[config.mk]
export PLATFORM = sky130hd
export DESIGN_NAME = sram_sorter
export DESIGN_NICKNAME = d
export VERILOG_FILES = /design/src/rtl/sram_sorter.sv
export SDC_FILE = /design/constraint.sdc
export NUM_CORES = 1
export LEC_CHECK = 0
export ABC_AREA = 0
export ABC_CLOCK_PERIOD_IN_PS = 4019
export CORE_MARGIN = 2
export CORE_UTILIZATION = 30
export DETAILED_ROUTE_END_ITERATION = 10
export HOLD_SLACK_MARGIN = 0.03
export PLACE_DENSITY = 0.56
export SLEW_MARGIN = 20
export SYNTH_ARGS = -nofsm -noshare
export SYNTH_HDL_FRONTEND = slang
export SYNTH_SLANG_ARGS = --single-unit
[constraint.sdc]
create_clock -name clk -period 4.02 [get_ports clk]
set_input_delay 1.005 -clock clk [delete_from_list [all_inputs] [get_ports clk]]
set_output_delay 1.005 -clock clk [all_outputs]
set_load 0.1 [all_outputs]
[src/rtl/sram_sorter.sv]
// Single-ported word RAM with a synchronous external port and an in-place
// bubble sorter that takes over the RAM while busy.
module sram_sorter #(
  parameter int DATA_WIDTH = 8,
  parameter int ADDR_WIDTH = 4
) (
  input  logic                  clk,
  input  logic                  reset,
  input  logic                  en,
  input  logic                  we,
  input  logic [ADDR_WIDTH-1:0] addr,
  input  logic [DATA_WIDTH-1:0] data_i,
  output logic [DATA_WIDTH-1:0] data_o,
  input  logic                  start,
  input  logic                  descend,
  output logic                  busy,
  output logic                  done,
  output logic                  sorted
);

  localparam int N = 2 ** ADDR_WIDTH;
  localparam logic [ADDR_WIDTH-1:0] LAST = ADDR_WIDTH'(N - 1);
  localparam logic [ADDR_WIDTH-1:0] ONE  = ADDR_WIDTH'(1);

  typedef enum logic [2:0] {IDLE, RD_A, RD_B, CMP, WR_A, WR_B, FIN} state_t;

  state_t                  state_reg, state_next;
  logic [ADDR_WIDTH-1:0]   i_reg, limit_reg;
  logic                    swapped_reg, descend_reg, sorted_reg;
  logic [DATA_WIDTH-1:0]   a_reg, b_reg;
  logic [DATA_WIDTH-1:0]   ram [N];

  logic [ADDR_WIDTH-1:0]   i_plus;
  logic                    do_swap, pair_more, fin_cond, advance, new_pass;
  logic                    ram_we;
  logic [ADDR_WIDTH-1:0]   ram_waddr;
  logic [DATA_WIDTH-1:0]   ram_wdata;

  assign i_plus    = i_reg + 1'b1;
  // Equal words never swap, which keeps the sort stable and write-free on ties.
  assign do_swap   = descend_reg ? (a_reg < b_reg) : (a_reg > b_reg);
  assign pair_more = (i_reg < (limit_reg - 1'b1));
  assign fin_cond  = !swapped_reg || (limit_reg == ONE);

  assign busy   = (state_reg != IDLE);
  assign done   = (state_reg == FIN);
  assign sorted = sorted_reg;

  always_comb begin
    state_next = state_reg;
    advance    = 1'b0;
    new_pass   = 1'b0;
    ram_we     = 1'b0;
    ram_waddr  = addr;
    ram_wdata  = data_i;
    case (state_reg)
      IDLE: begin
        ram_we = en && we;
        if (start) state_next = RD_A;
      end
      RD_A: state_next = RD_B;
      RD_B: state_next = CMP;
      CMP: begin
        if (do_swap) begin
          state_next = WR_A;
        end else begin
          advance = 1'b1;
          if (pair_more)     state_next = RD_A;
          else if (fin_cond) state_next = FIN;
          else begin
            state_next = RD_A;
            new_pass   = 1'b1;
          end
        end
      end
      WR_A: begin
        ram_we     = 1'b1;
        ram_waddr  = i_reg;
        ram_wdata  = b_reg;
        state_next = WR_B;
      end
      WR_B: begin
        ram_we    = 1'b1;
        ram_waddr = i_plus;
        ram_wdata = a_reg;
        advance   = 1'b1;
        if (pair_more)     state_next = RD_A;
        else if (fin_cond) state_next = FIN;
        else begin
          state_next = RD_A;
          new_pass   = 1'b1;
        end
      end
      FIN:     state_next = IDLE;
      default: state_next = IDLE;
    endcase
  end

  // RAM contents are deliberately left out of reset.
  always_ff @(posedge clk) begin
    if (ram_we) ram[ram_waddr] <= ram_wdata;
  end

  always_ff @(posedge clk or posedge reset) begin
    if (reset) begin
      state_reg   <= IDLE;
      i_reg       <= '0;
      limit_reg   <= '0;
      swapped_reg <= 1'b0;
      descend_reg <= 1'b0;
      sorted_reg  <= 1'b0;
      a_reg       <= '0;
      b_reg       <= '0;
      data_o      <= '0;
    end else begin
      state_reg <= state_next;
      case (state_reg)
        IDLE: begin
          if (en && we) begin
            data_o     <= data_i;
            sorted_reg <= 1'b0;
          end else if (en) begin
            data_o <= ram[addr];
          end
          if (start) begin
            descend_reg <= descend;
            i_reg       <= '0;
            limit_reg   <= LAST;
            swapped_reg <= 1'b0;
            sorted_reg  <= 1'b0;
          end
        end
        RD_A:    a_reg <= ram[i_reg];
        RD_B:    b_reg <= ram[i_plus];
        CMP:     if (do_swap) swapped_reg <= 1'b1;
        FIN:     sorted_reg <= 1'b1;
        default: ;
      endcase
      if (advance) begin
        if (pair_more) begin
          i_reg <= i_plus;
        end else if (new_pass) begin
          limit_reg   <= limit_reg - 1'b1;
          i_reg       <= '0;
          swapped_reg <= 1'b0;
        end
      end
    end
  end

endmodule

# Word level (Yosys, flattened, before mapping)
# Memories as Yosys holds them, arrays and structs flattened. A register that Yosys moved wholly into a read port is not among the register bits.
# Index checks and enable logic that the tools add are counted.
# word_totals
ff_bits	14
latch_bits	0
ramBits	128
romBits	0
output_inout_bits	11
word_cells	68
mem_count	1
# classes
add_sub_neg	2
multipliers	0
div_mod_pow	0
n_lt_le_gt_ge	3
eq_ne	9
n_shift	0
n_mux	36
bitwise_logic	0
reduce_logical	11
# mem_list
memory	words	word_bits	rd	rd_clocked_by_memory_dff	wr	line_no	source
ram	16	8	3	3	1	31	logic [DATA_WIDTH-1:0] ram [N];
# ops
operator	count
4-bit 2-to-1 mux	10
3-bit one-hot mux with 6 select lines	1
8-bit one-hot mux with 2 select lines	1
1-bit 2-to-1 mux	14
3-bit 2-to-1 mux	4
1-bit one-hot mux with 2 select lines	5
3-bit == test (second input constant)	3
8-bit greater-than comparator	1
8-bit < comparator	1
4-bit one-hot mux with 2 select lines	1
3-bit by 2-bit == test with 1-bit output (second input constant)	2
2-bit AND reduction	3
4-bit by 1-bit adder with 4-bit output (second input constant)	1
4-bit by 1-bit == test with 1-bit output (second input constant)	1
4-bit < comparator	1
2-bit nonzero test	2
4-bit by 1-bit subtractor with 4-bit output (second input constant)	1
3-bit by 1-bit == test with 1-bit output (second input constant)	1
3-bit zero test	1
3-bit != test (second input constant)	1
3-bit nonzero test	1
2-bit != test (second input constant)	1
2-bit OR reduction	1
1-bit logical AND	1
2 further kinds	2

# Longest topological paths before layout
# Gate-level depths: netlist of run 1.
# depth
ltp_word	9
depth_mapped	10
mapped_depth_nobuf	10

# Least setup slack after synthesis of run 1
# Ideal clock, no wire load.
# synth_path
kind	in2reg
startpoint	input port addr[0]
endpoint	register data_o[3] (read register of ram)
arrival_ps	2553
required_ps	3888
setup_slack_ps	1335
path_stages	6
path_cell_list	buf_2 > buf_4 > mux4_2 > mux4_2 > mux2i_1 > o21ai_1
# synth_rtl
element	line_no	source
start, declared	11	input logic [ADDR_WIDTH-1:0] addr,
end, declared	13	output logic [DATA_WIDTH-1:0] data_o,

# Worst setup path after layout of run 1
# layout_path
startpoint	register state_reg[0]
endpoint	output port done
# layout_via
elab_chain_len	1
# layout_rtl
element	line_no	source
start, declared	27	state_t state_reg, state_next;
start signal, assigned	116	state_reg <= state_next;
3-bit == test	46	assign done = (state_reg == FIN);
end, declared	17	output logic done,
# No other way between the ends.

==> results of run 1 <==
-- cells in the mapped netlist, types with 4 or more instances --
cell type / number / area share (%)
sky130_fd_sc_hd__buf_2: 16 / 0.85
sky130_fd_sc_hd__inv_1: 16 / 0.64
sky130_fd_sc_hd__nor2b_1: 4 / 0.27
sky130_fd_sc_hd__mux4_2: 109 / 26
sky130_fd_sc_hd__mux2i_1: 21 / 2.2
sky130_fd_sc_hd__mux2_2: 8 / 0.96
sky130_fd_sc_hd__nand2_1: 50 / 2.0
sky130_fd_sc_hd__edfxtp_1: 128 / 41
sky130_fd_sc_hd__xor2_1: 5 / 0.47
sky130_fd_sc_hd__buf_6: 4 / 0.48
sky130_fd_sc_hd__mux4_1: 11 / 3.1
sky130_fd_sc_hd__o21ai_0: 19 / 1.0
sky130_fd_sc_hd__o211ai_1: 5 / 0.40
sky130_fd_sc_hd__dfrtp_1: 38 / 10
sky130_fd_sc_hd__a31oi_1: 4 / 0.27
sky130_fd_sc_hd__xnor2_1: 6 / 0.56
sky130_fd_sc_hd__clkbuf_1: 10 / 0.40
sky130_fd_sc_hd__o21ai_1: 17 / 0.91
sky130_fd_sc_hd__nor3_1: 4 / 0.21
sky130_fd_sc_hd__and3_1: 5 / 0.33
sky130_fd_sc_hd__a21oi_1: 6 / 0.32
sky130_fd_sc_hd__nor2_1: 28 / 1.1
sky130_fd_sc_hd__nand3_1: 7 / 0.37
sky130_fd_sc_hd__buf_1: 4 / 0.16
sky130_fd_sc_hd__ha_1: 14 / 1.9
-- per-layer routing --
| layer | track usage [%] | part of all wire (%) | vias up |
|---|---|---|---|
| met5 | 0 | 0 | - |
| met4 | 4.419 | 2.0 | 0 |
| met3 | 2.903 | 7.2 | 37 |
| met2 | 25.83 | 49 | 247 |
| met1 | 21.81 | 42 | 3007 |
| li1 | - | - | 2468 |
-- report_power, final --
part | leakage (uW) | switching [uW] | total (uW) | internal [uW]
Clock | 0.000280 | 693 | 1610 | 921
Sequential | 0.00160 | 220 | 2360 | 2140
Combinational | 0.00185 | 2200 | 4030 | 1830
Total | 0.00374 | 3110 | 8010 | 4890
-- worst max-delay path, delay by kind of cell, from the launching register on --
family,cells,cell delay (ns)
buf+inv,2,0.60
flops,1,1.07
simple gates,1,0.26
-- cells in the final DEF (no fill, tap or decap), types with 4 or more instances in the layout --
| cell | instances |
|---|---|
| sky130_fd_sc_hd__nor2b_1 | 4 |
| sky130_fd_sc_hd__inv_1 | 16 |
| sky130_fd_sc_hd__a21oi_1 | 6 |
| sky130_fd_sc_hd__mux2i_1 | 21 |
| sky130_fd_sc_hd__mux4_2 | 109 |
| sky130_fd_sc_hd__o211ai_1 | 5 |
| sky130_fd_sc_hd__mux2_2 | 8 |
| sky130_fd_sc_hd__clkdlybuf4s50_1 | 24 |
| sky130_fd_sc_hd__and3_1 | 5 |
| sky130_fd_sc_hd__a31oi_1 | 4 |
| sky130_fd_sc_hd__nor2_1 | 28 |
| sky130_fd_sc_hd__o21ai_1 | 17 |
| sky130_fd_sc_hd__xnor2_1 | 6 |
| sky130_fd_sc_hd__clkbuf_16 | 17 |
| sky130_fd_sc_hd__nand3_1 | 7 |
| sky130_fd_sc_hd__buf_4 | 47 |
| sky130_fd_sc_hd__o21ai_0 | 19 |
| sky130_fd_sc_hd__mux4_1 | 11 |
| sky130_fd_sc_hd__nand2_1 | 50 |
| sky130_fd_sc_hd__nor3_1 | 4 |
| sky130_fd_sc_hd__dfrtp_1 | 37 |
| sky130_fd_sc_hd__xor2_1 | 5 |
| sky130_fd_sc_hd__edfxtp_1 | 128 |
| sky130_fd_sc_hd__ha_1 | 13 |
-- cell families after synthesis --
| logic type | count (synthesis) | share of synthesized area [%] |
|---|---|---|
| flip-flops | 166 | 51.13 |
| AND/OR/NAND/NOR | 107 | 4.963 |
| XOR/XNOR | 13 | 1.454 |
| adder cells (fa/ha/maj) | 14 | 1.868 |
| buffers and inverters | 54 | 3.095 |
| AO/OA/AOI/OAI | 71 | 5.030 |
| multiplexers | 149 | 32.46 |
-- stage by stage --
stage | total power (uW) | area (sq um) | utilization [%]
after floorplan | 5388 | 9378 | -
after global placement | 6385 | 10290 | 33.56
after detailed placement | 6440 | 10290 | 33.56
after CTS | 8071 | 10870 | 35.44
after global routing | 8457 | 10870 | 35.44
final | 8006 | 10870 | 35.44
-- cell type report --
cell class                      instances  area (sq um)
Clock inverter                         14         148.9
Inverter                               16         60.06
Fill cell                            2852         19800
Tap cell                              396         495.5
Timing Repair Buffer                   75         643.1
Clock buffer                           18         429.2
Multi-Input combinational cell        354          4295
Sequential cell                       166          4798
-- worst min-delay path by stage --
stage	start	to	slack (ns)	depth (start not counted)
finish	data_o[1]	data_o[1]	0.51	2
global route	data_o[7]	data_o[7]	0.53	2
CTS	data_o[1]	data_o[1]	0.51	2
detailed placement	data_o[1]	data_o[1]	0.49	2
global placement	data_o[5]	data_o[5]	0.50	2
floorplan	descend_reg	descend_reg	0.48	2
==> results.txt, run 1 <==
After the first detailed-routing iteration, the DRC count stood at 783. The number of CTS-inserted buffers came out at 17. Once layout is complete, the cells apart from fillers number 1039. The mean cell area of the mapped netlist is 16.34 sq um. STA classifies the critical path endpoint as an output port. The run gives 40 as the largest net degree at the start of global routing.

The count of different cell masters after synthesis was 51. The number of antenna violations at the first check in global routing is 0, and the area of the core is 30670 sq um. The cell sitting at the root of the clock tree is a sky130_fd_sc_hd__clkbuf_16. The maximum resistive drop on vdd came out at 0.0004180 V. The run finished with clean final reports. The hold violation count in the final report is 0. Worst reg2reg path depth: 5. For this run, the leading register cell type out of synthesis is sky130_fd_sc_hd__edfxtp_1. Yosys synthesis warning count: 0. The run gives 5759 as the total vias in the final route. After detailed routing, the number of vias per cell comes to 5.543. Data arrives at the worst endpoint at 2.36 ns. The first detailed-routing pass took 5 iterations. For this configuration, the core starts out at a cell density of 30.58%.

The count of nets left with antenna violations once routing finished came out at 0. The worst-case register-to-register setup slack was 0.89 ns. The worst pin sits at a relative slew slack of 26.91%. The via count of the first global-routing pass is 5973.

Setup repair after global routing left no endpoint under its margin. On the final layout, the worst clock skew is 0.01317 ns. The number of placed instances with taps included is 1007.

Once the clock tree was built, the resizer swapped 0 gates to a different size. The flip-flop count of the largest register, all copies and words added is 128. The first global-routing pass estimated 38.76 mm of wire. The worst flop-to-flop path startpoint was state_reg[0]. The ratio of cells with drive above 1 in the final layout was 32.35%. The buffer count from post-CTS setup fixing was 0.

In this run the cell area of the synthesized design comes to 9378 sq um. The routed wire length per instance was 24.58 um. Number of buffer cells added on primary ports: 28. Routability-driven placement finished with a final weighted congestion of 0.8540. The startpoint of the worst setup timing path is state_reg[0].

The tightest min-delay check is of the flop to flop type. Overall global routing resource usage: 15.86%. The net count of the finished layout is 662.

Final hold analysis gives a worst-case slack of 0.5089 ns. The vertical die dimension is 180.8 um. Row generation in the floorplan step produced 64 rows. Pin placement for this block handled 29 I/O pins. Data on the critical path is required at its endpoint by 3.01 ns. The die covers 32690 sq um.

The worst setup path is launched from a flop. The sum of net half-perimeters after detailed placement is 17.99 mm. Final max-slew violation count: 0. Wires add up to 25.54 mm. The worst path needs 3.363 ns of the cycle, external delays included. The clock passes through at most 2 buffers. The H-tree generated during clock tree synthesis spans 4 levels.

After synthesis the netlist holds a flip-flop and latch count of 166. The net count after synthesis was 606; the number of sinks handled by clock tree synthesis was 166. The power per unit of standard cell area was 736.5 nW/um^2; the fmax was 297.3 MHz. The worst register-to-register path ends at ram[9][4].

The maximum fanout count along the critical path was 24. For this run, the slowest stage of the critical path takes 1.07 ns. The max-capacitance violation count is 0, and the placement-stage worst setup slack is 0.7008 ns.

The clock reaches the later pin of the worst-skew pair after 0.43 ns. From synthesis to final layout, the design area changed by 15.92%. For this design, the CTS-stage hold fixing added 0 buffers.

The total overflow left after global routing is 0. The most critical setup path has its endpoint at done. The number of DRC violations after detailed routing was 0; the count of flip-flops with a built-in enable after synthesis was 128. From left edge to right edge, the die measures 180.8 um.

For this run, asynchronously set or reset flops after synthesis account for 22.89%. The signal on the critical path passes through inv_1 > and3_1 > buf_4. For this design the static power due to leakage is 0.003735 uW. TritonCTS built the clock tree. ram holds more flip-flops than any other register. The highest-delay cell along the critical path was sky130_fd_sc_hd__dfrtp_1. For the number of failing setup endpoints in the final timing report, the log shows 0. The number of antenna diodes in the final layout is 0. The clock slew seen by the registers of the worst setup and hold paths was 0.07 ns; the summed negative setup slack over all endpoints was 0 ns. Startpoint-to-endpoint class of the critical path: flop to output port. Summing the sequential cell areas from Yosys gives 51.13% of the chip area. For the pin with the worst max-slew slack, the measured transition is 1.096 ns. The synthesized instance count was 574. The post-layout worst setup margin was 0.6568 ns.

The share of the clock period used by the worst path after layout was 83.66%.
No activity file was read; power rests on OpenSTA's default activity.
==> inputs of run 2 (changes only) <==
- ABC_CLOCK_PERIOD_IN_PS: 4019 -> 3300
- clock period: 4.02 -> 3.3 ns (I/O delays scaled with it)
==> results.txt, run 2 (synthesis gave the netlist of run 1 again) <==
The ratio of cells with drive above 1 in the final layout was 34.06%; the hold violation count in the final report was 0. The clock net in this run drives a total of 166 sinks. The maximum cell stage delay along the critical path was 0.80 ns.

The signal on the critical path passes through inv_1 > and3_1 > buf_4. The first routing iteration left 508 violations. The number of antenna diodes in the final layout is 0.

The library cells used most frequently in the layout, excluding fill and tap cells, are 128 x sky130_fd_sc_hd__edfxtp_1, 109 x sky130_fd_sc_hd__mux4_2, 54 x sky130_fd_sc_hd__buf_4. The run finished with clean final reports. STA classifies the critical path endpoint as an output port. In this run the worst hold path is classified as flop to flop. For this run, the total global-route usage over all layers was measured as 14.54%. In this run the critical register-to-register path is launched from i_reg[1]. The capture point of the worst reg-to-reg path is i_reg[0]. Across all setup checks in the final design, the least slack found is 0.4835 ns. The worst reg2reg path depth came out at 8. The weighted congestion at the end of routability-driven global placement is 0.8427. The vertical die dimension was 180.8 um; the detailed-router iteration count before antenna repair was 5. Number of instances resized during post-cts repair: 0. The sum of net half-perimeters after detailed placement is 16.93 mm. The number of CTS-inserted buffers was 17; the overflow left after global routing was 0. The tools report the fill cell total of the finished layout as 2857. The detail route stage leaves a number of antenna-violating nets equal to 0. Cell internal power was estimated by the tool at 5934 uW. The largest net degree at the start of global routing is 71. The logs give 0.4106 ns for the placement-stage worst setup slack and 0 for the number of DRC violations after detailed routing. The tool flagged a number of max-cap violations equal to 0. The routed design has 23.38 mm of wire.

The power spent charging and discharging nets is 3896 uW, and the leakage dissipation is 0.003768 uW. Setup violations remaining at the end of the flow were counted as 0. Startpoint-to-endpoint class of the critical path: flop to output port. The H-tree generated during clock tree synthesis spans 4 levels.

The endpoint of the worst hold-timing path was data_o[7]. The register with the most flip-flops in the layout has 128 of them. Hold is met by 0.5064 ns. In this run, flip-flops and latches consume 29.0% of the power.

Net switching is 39.64% of the power. For the number of standard-cell rows in the floorplan, the log shows 64. The starting utilization of the core area is 30.58%, and the maximum resistive drop on vdd is 0.0003721 V.

In this run the post-CTS setup repair buffer count came out at 0. Clock slew seen by the registers of the worst setup and hold paths: 0.07 ns. The floorplan step set the die width to 180.8 um. At the worst endpoint, the required time is 2.47 ns. Based on the critical path, the design can be clocked at up to 355.1 MHz. Once layout is complete, the utilization of the core stands at 35.54%. Ranked by flip-flop count, first place goes to ram. In this run the tool buffered the top-level ports with 28 buffer cells. The final-stage net count was 662.

The root buffer cell chosen for the clock tree is sky130_fd_sc_hd__clkbuf_16. The finished cells cover 10900 sq um. The first global-routing pass estimated 36.59 mm of wire. Along the worst hold path, the cell count comes to 2.

The library cell used most frequently in the layout, excluding fill and tap cells, is sky130_fd_sc_hd__edfxtp_1. The final max-slew violation count was 0; the maximum buffer depth of the clock tree was 2. The clock network is responsible for 20.2% of the overall power. Setup repair after global routing left no endpoint under its margin.

The per-cell via count in the routed design came out at 5.603. Summed over all failing endpoints, the final setup total negative slack is 0 ns. The highest-delay cell along the critical path is sky130_fd_sc_hd__dfrtp_1. TritonCTS built the clock tree. The via count of the first global-routing pass was 5997. The tools report the total vias in the final route as 5821.

Power spread over the standard cell area amounts to 901.9 nW/um^2. The worst register-to-register path has a setup slack of 0.52 ns. Between clock sinks in the finished design, the worst skew comes to 0.01990 ns.

Counting I/O delays and the setup requirement, the final critical path takes 2.816 ns. The I/O pin count was 29; the maximum fanout count along the critical path was 18. After layout, the worst path uses 85.35% of the clock period. Data arrives at the worst endpoint at 1.99 ns. The cell area after placement is 10290 sq um. The tools report the startpoint of the worst hold path as data_o[7]. In this run the standard cell core region covers 30670 sq um. In this run the tightest slew margin relative to its limit is 42.54%. Buffers inserted to repair hold after CTS numbered 0. The routed wire length per instance works out to 22.50 um.

The number of antenna violations at the first check in global routing came out at 0. Of the total power, combinational logic draws 50.8%. Cell family contributing the most delay on the critical path: flip-flops. Relative to the synthesized area, the layout overhead comes to 16.22%. The worst setup path is launched from a flop. Clock latency on the worst-skew pair, taken at its later pin, is 0.43 ns. Die footprint: 32690 sq um. For the pin with the worst max-slew slack, the measured transition is 0.8572 ns. The number of buffer and inverter stages on the critical path is 2.
run 2: worst max-delay path by stage:
stage | startpoint | to | slack, ns | cells past startpoint
after floorplan | addr[0] | data_o[3] | 0.79 | 6
after global placement | en | ram[10][1] | 0.41 | 7
after detailed placement | en | ram[10][1] | 0.41 | 7
after CTS | state_reg[0] | done | 0.50 | 3
after global routing | i_reg[1] | i_reg[0] | 0.31 | 8
final | state_reg[0] | done | 0.48 | 3
run 2: worst register-to-register path: stages (launching register included):
cell	delay, ns
sky130_fd_sc_hd__dfrtp_1	0.38
sky130_fd_sc_hd__buf_4	0.51
sky130_fd_sc_hd__ha_1	0.34
sky130_fd_sc_hd__o21ai_1	0.07
sky130_fd_sc_hd__a21oi_1	0.09
sky130_fd_sc_hd__a211oi_2	0.51
sky130_fd_sc_hd__o21ai_0	0.30
sky130_fd_sc_hd__a221oi_1	0.34
sky130_fd_sc_hd__a211oi_1	0.08
run 2: layer usage:
metal | part of all wire [%] | track usage, % | vias up | wire, um
li1 | - | - | 2468 | -
met1 | 42 | 18.92 | 3040 | 9763
met2 | 49 | 23.95 | 270 | 11530
met3 | 6.3 | 3.145 | 43 | 1473
met4 | 2.6 | 5.323 | 0 | 608
met5 | 0 | 0 | - | 0
run 2: area by class of cell:
class                           instances  area, sq um  share of cell area, %
Tap cell                              396        495.5                  4.546
Inverter                               16        60.06                 0.5510
Clock buffer                           17        425.4                  3.903
Timing Repair Buffer                   75        645.6                  5.924
Sequential cell                       166         4798                  44.02
Multi-Input combinational cell        354         4295                  39.41
Clock inverter                         15        178.9                  1.642
run 2: stage by stage:
stage	total power, uW	cells
finish	9830	1039
CTS	9895	1039
floorplan	6564	574
global route	10370	1039
detailed placement	7910	1007
global placement	7849	1007
run 2: power by group through the flow:
stage,Clock [uW],Sequential [uW],Combinational (uW)
2_1_floorplan,0,3150,3410
3_3_place_gp,0,2890,4960
3_5_place_dp,0,2900,5010
4_1_cts,2020,2850,5020
5_1_grt,2130,2890,5350
6_report,1990,2850,4990
==> inputs of run 3 (changes only) <==
- CAP_MARGIN: default -> 40
- GPL_ROUTABILITY_DRIVEN: default -> 0
- PLACE_DENSITY: 0.56 -> default
==> results.txt, run 3 (synthesis gave the netlist of run 1 again) <==
The flow ran to the end, and the final reports show no timing, DRC or antenna violations. Subtracting the final worst setup slack from the clock period gives 2.871 ns. For this run, the number of standard cells in the final layout without fillers is 1049. The count of antenna-violating nets left after detailed routing was 0; the multi-input logic area was 4295 sq um.

The sort of element at the start of the critical path is a flop. For the portion of total power attributed to combinational logic, the log shows 50.4%. The flip-flop count of the largest register, all copies and words added came out at 128. For the register cell area after layout, the log shows 4800 sq um. For this design the static power due to leakage is 0.003799 uW.

The per-cell via count in the routed design is 5.512, and the internal cell power is 5927 uW. The power per unit of standard cell area came out at 888.2 nW/um^2. The number of CTS-inserted buffers is 17, and the relative area change from synthesis to final layout is 16.64%.

Walking the worst path, the cells encountered are buf_4 > nor3_1 > inv_1 > buf_4. The logs give 0.01741 ns for the largest clock skew in the final design and 0.5079 ns for the worst-case hold slack. Across the run, the number of max-cap violations was 0. In this run, the number of DRC markers left after iteration 0 of detailed routing was 641.

The worst-case register-to-register setup slack is 0.50 ns, and the via count of the first global-routing pass is 5813. The worst register-to-register path has a depth of 6. The share of the clock period used by the worst path after layout was 87.00%; the overall power was 9715 uW. The vertical die dimension was 180.8 um. Overflow left after global routing: 0.

For this block, the routed nets add up to 24.35 mm of wire. Once detailed placement completed, the half-perimeter wirelength came to 16.98 mm. After detailed placement, the design holds a cell count of 1017. Leaving out fill and tap cells, the most frequent cell in the layout is sky130_fd_sc_hd__edfxtp_1.

Capturing instance or port of the critical path: busy. Setup repair after global routing left no endpoint under its margin. Measured along the x axis, the die boundary spans 180.8 um. The proportion of total power due to net switching is 38.99%, and the global-route wire length before repair is 37.37 mm.

Once routing completed, OpenROAD measured the worst setup slack at 0.4290 ns. Leaving out fill and tap cells, the most frequent cells in the layout are 128 x sky130_fd_sc_hd__edfxtp_1, 109 x sky130_fd_sc_hd__mux4_2, 64 x sky130_fd_sc_hd__buf_4. The fmax is 348.3 MHz. TritonCTS built the clock tree. Entering global routing, the biggest net connects 71 pins. After clock tree synthesis, the repair step resized 0 gates.

The slew at the pin with the worst max-slew slack was 0.7499 ns. The pre-antenna-repair detailed-routing pass consisted of 4 iterations. On the worst path, the slowest cell contributes a delay of 0.62 ns. The power spent charging and discharging nets came out at 3788 uW.

The root buffer cell chosen for the clock tree is sky130_fd_sc_hd__clkbuf_16. The tools report the capture point of the worst reg-to-reg path as b_reg[4]. The post-route netlist has 35.07% of its cells at a drive strength greater than 1. In this run the critical register-to-register path is launched from i_reg[0]. The later pin in the worst-skew pair is clocked with a latency of 0.44 ns.

The routed wire length per instance is 23.22 um, and the number of sinks handled by clock tree synthesis is 166. In this run the worst setup path begins at state_reg[0]. STA puts the critical path data required time at 2.47 ns. Along the worst path, the maximum fanout reaches 13.

The region available for standard cell placement spans 30670 sq um. The library cell appearing most often on the critical path was sky130_fd_sc_hd__buf_4. Once the clock tree was built, the setup fixing pass inserted 0 buffers. The sequential power share came out at 29.7%. For this design, the slowest cell found on the critical path is sky130_fd_sc_hd__dfrtp_1. The floorplan step defined a die boundary enclosing 32690 sq um. The number of failing setup endpoints in the final timing report came out at 0.

Row generation in the floorplan step produced 64 rows. The placement-stage worst setup slack is 0.3766 ns. The clock slew seen by the registers of the worst setup and hold paths was 0.08 ns; the part of the power in the clock network was 19.9%. Hold repair after CTS inserted 0 buffers. The logs give 5782 for the total vias in the final route and 2857 for the fill cell total of the finished layout. The I/O pin count is 29.

The H-tree was split into 4 levels. For the data arrival at the endpoint of the critical path, the log shows 2.05 ns. The tightest min-delay check is of the flop to flop type. The number of antenna violations at the first check in global routing came out at 0. The final max-slew violation count came out at 0. The number of buffer cells added on primary ports came out at 28. The final-stage net count is 672, and the overall global routing resource usage is 15.37%.

VDD sags by at most 0.0003430 V. More flip-flops sit in one register than any other, and that register is ram. Starting utilization of the core area: 30.58%. The run gives 0 as the number of DRC violations after detailed routing. The worst setup path is of the flop to output port kind. The repair_antennas step left the layout with diodes totalling 0. The tools report the hold violation count in the final report as 0.

In this run the tightest slew margin relative to its limit is 49.67%. STA classifies the critical path endpoint as an output port. The clock passes through at most 2 buffers.

The summed negative setup slack over all endpoints came out at 0 ns.
run 3: cell types whose count changed in the layout (fill, tap and decap cells not counted), sizes merged:
cell / change
clkinv: -2
buf: +10
bufinv: +1
clkinvlp: +2
inv: -1
run 3: power by group through the flow:
stage,clock network (uW),logic (uW),registers [uW]
2_1_floorplan,0,3410,3150
3_3_place_gp,0,4900,2930
3_5_place_dp,0,4920,2930
4_1_cts,1970,4940,2890
5_1_grt,2060,5260,2920
6_report,1940,4890,2890
run 3: worst min path at each step:
| stage | slack (ns) | cells past startpoint | to | startpoint |
|---|---|---|---|---|
| 4_1_cts | 0.51 | 2 | data_o[5] | data_o[5] |
| 6_report | 0.51 | 2 | data_o[5] | data_o[5] |
| 2_1_floorplan | 0.48 | 2 | descend_reg | descend_reg |
| 5_1_grt | 0.54 | 2 | data_o[5] | data_o[5] |
| 3_5_place_dp | 0.50 | 2 | data_o[5] | data_o[5] |
| 3_3_place_gp | 0.50 | 2 | data_o[7] | data_o[7] |
run 3: critical path, delay by kind of cell (launching register included):
kind / cells / cell delay [ns]
buf+inv: 3 / 0.64
flops: 1 / 0.62
simple gates: 1 / 0.34
run 3: area by class of cell:
cell class	count	share of cell area, %
repair buffers	85	6.589
well taps	396	4.530
flip-flops and latches	166	43.88
inverters	16	0.5491
clock buffers	17	3.889
clock inverters	15	1.293
multi-input cells	354	39.27
run 3: layer usage:
| metal | part of all wire, % | global-route usage (%) | up-vias |
|---|---|---|---|
| li1 | - | - | 2494 |
| met1 | 41 | 19.99 | 3037 |
| met2 | 51 | 25.64 | 225 |
| met3 | 6.7 | 3.427 | 26 |
| met4 | 1.7 | 4.806 | 0 |
| met5 | 0 | 0 | - |
run 3: stage by stage:
step | utilization, % | area (sq um)
after floorplan | - | 9378
after global placement | 33.79 | 10360
after detailed placement | 33.82 | 10370
after CTS | 35.66 | 10940
after global routing | 35.66 | 10940
final | 35.66 | 10940
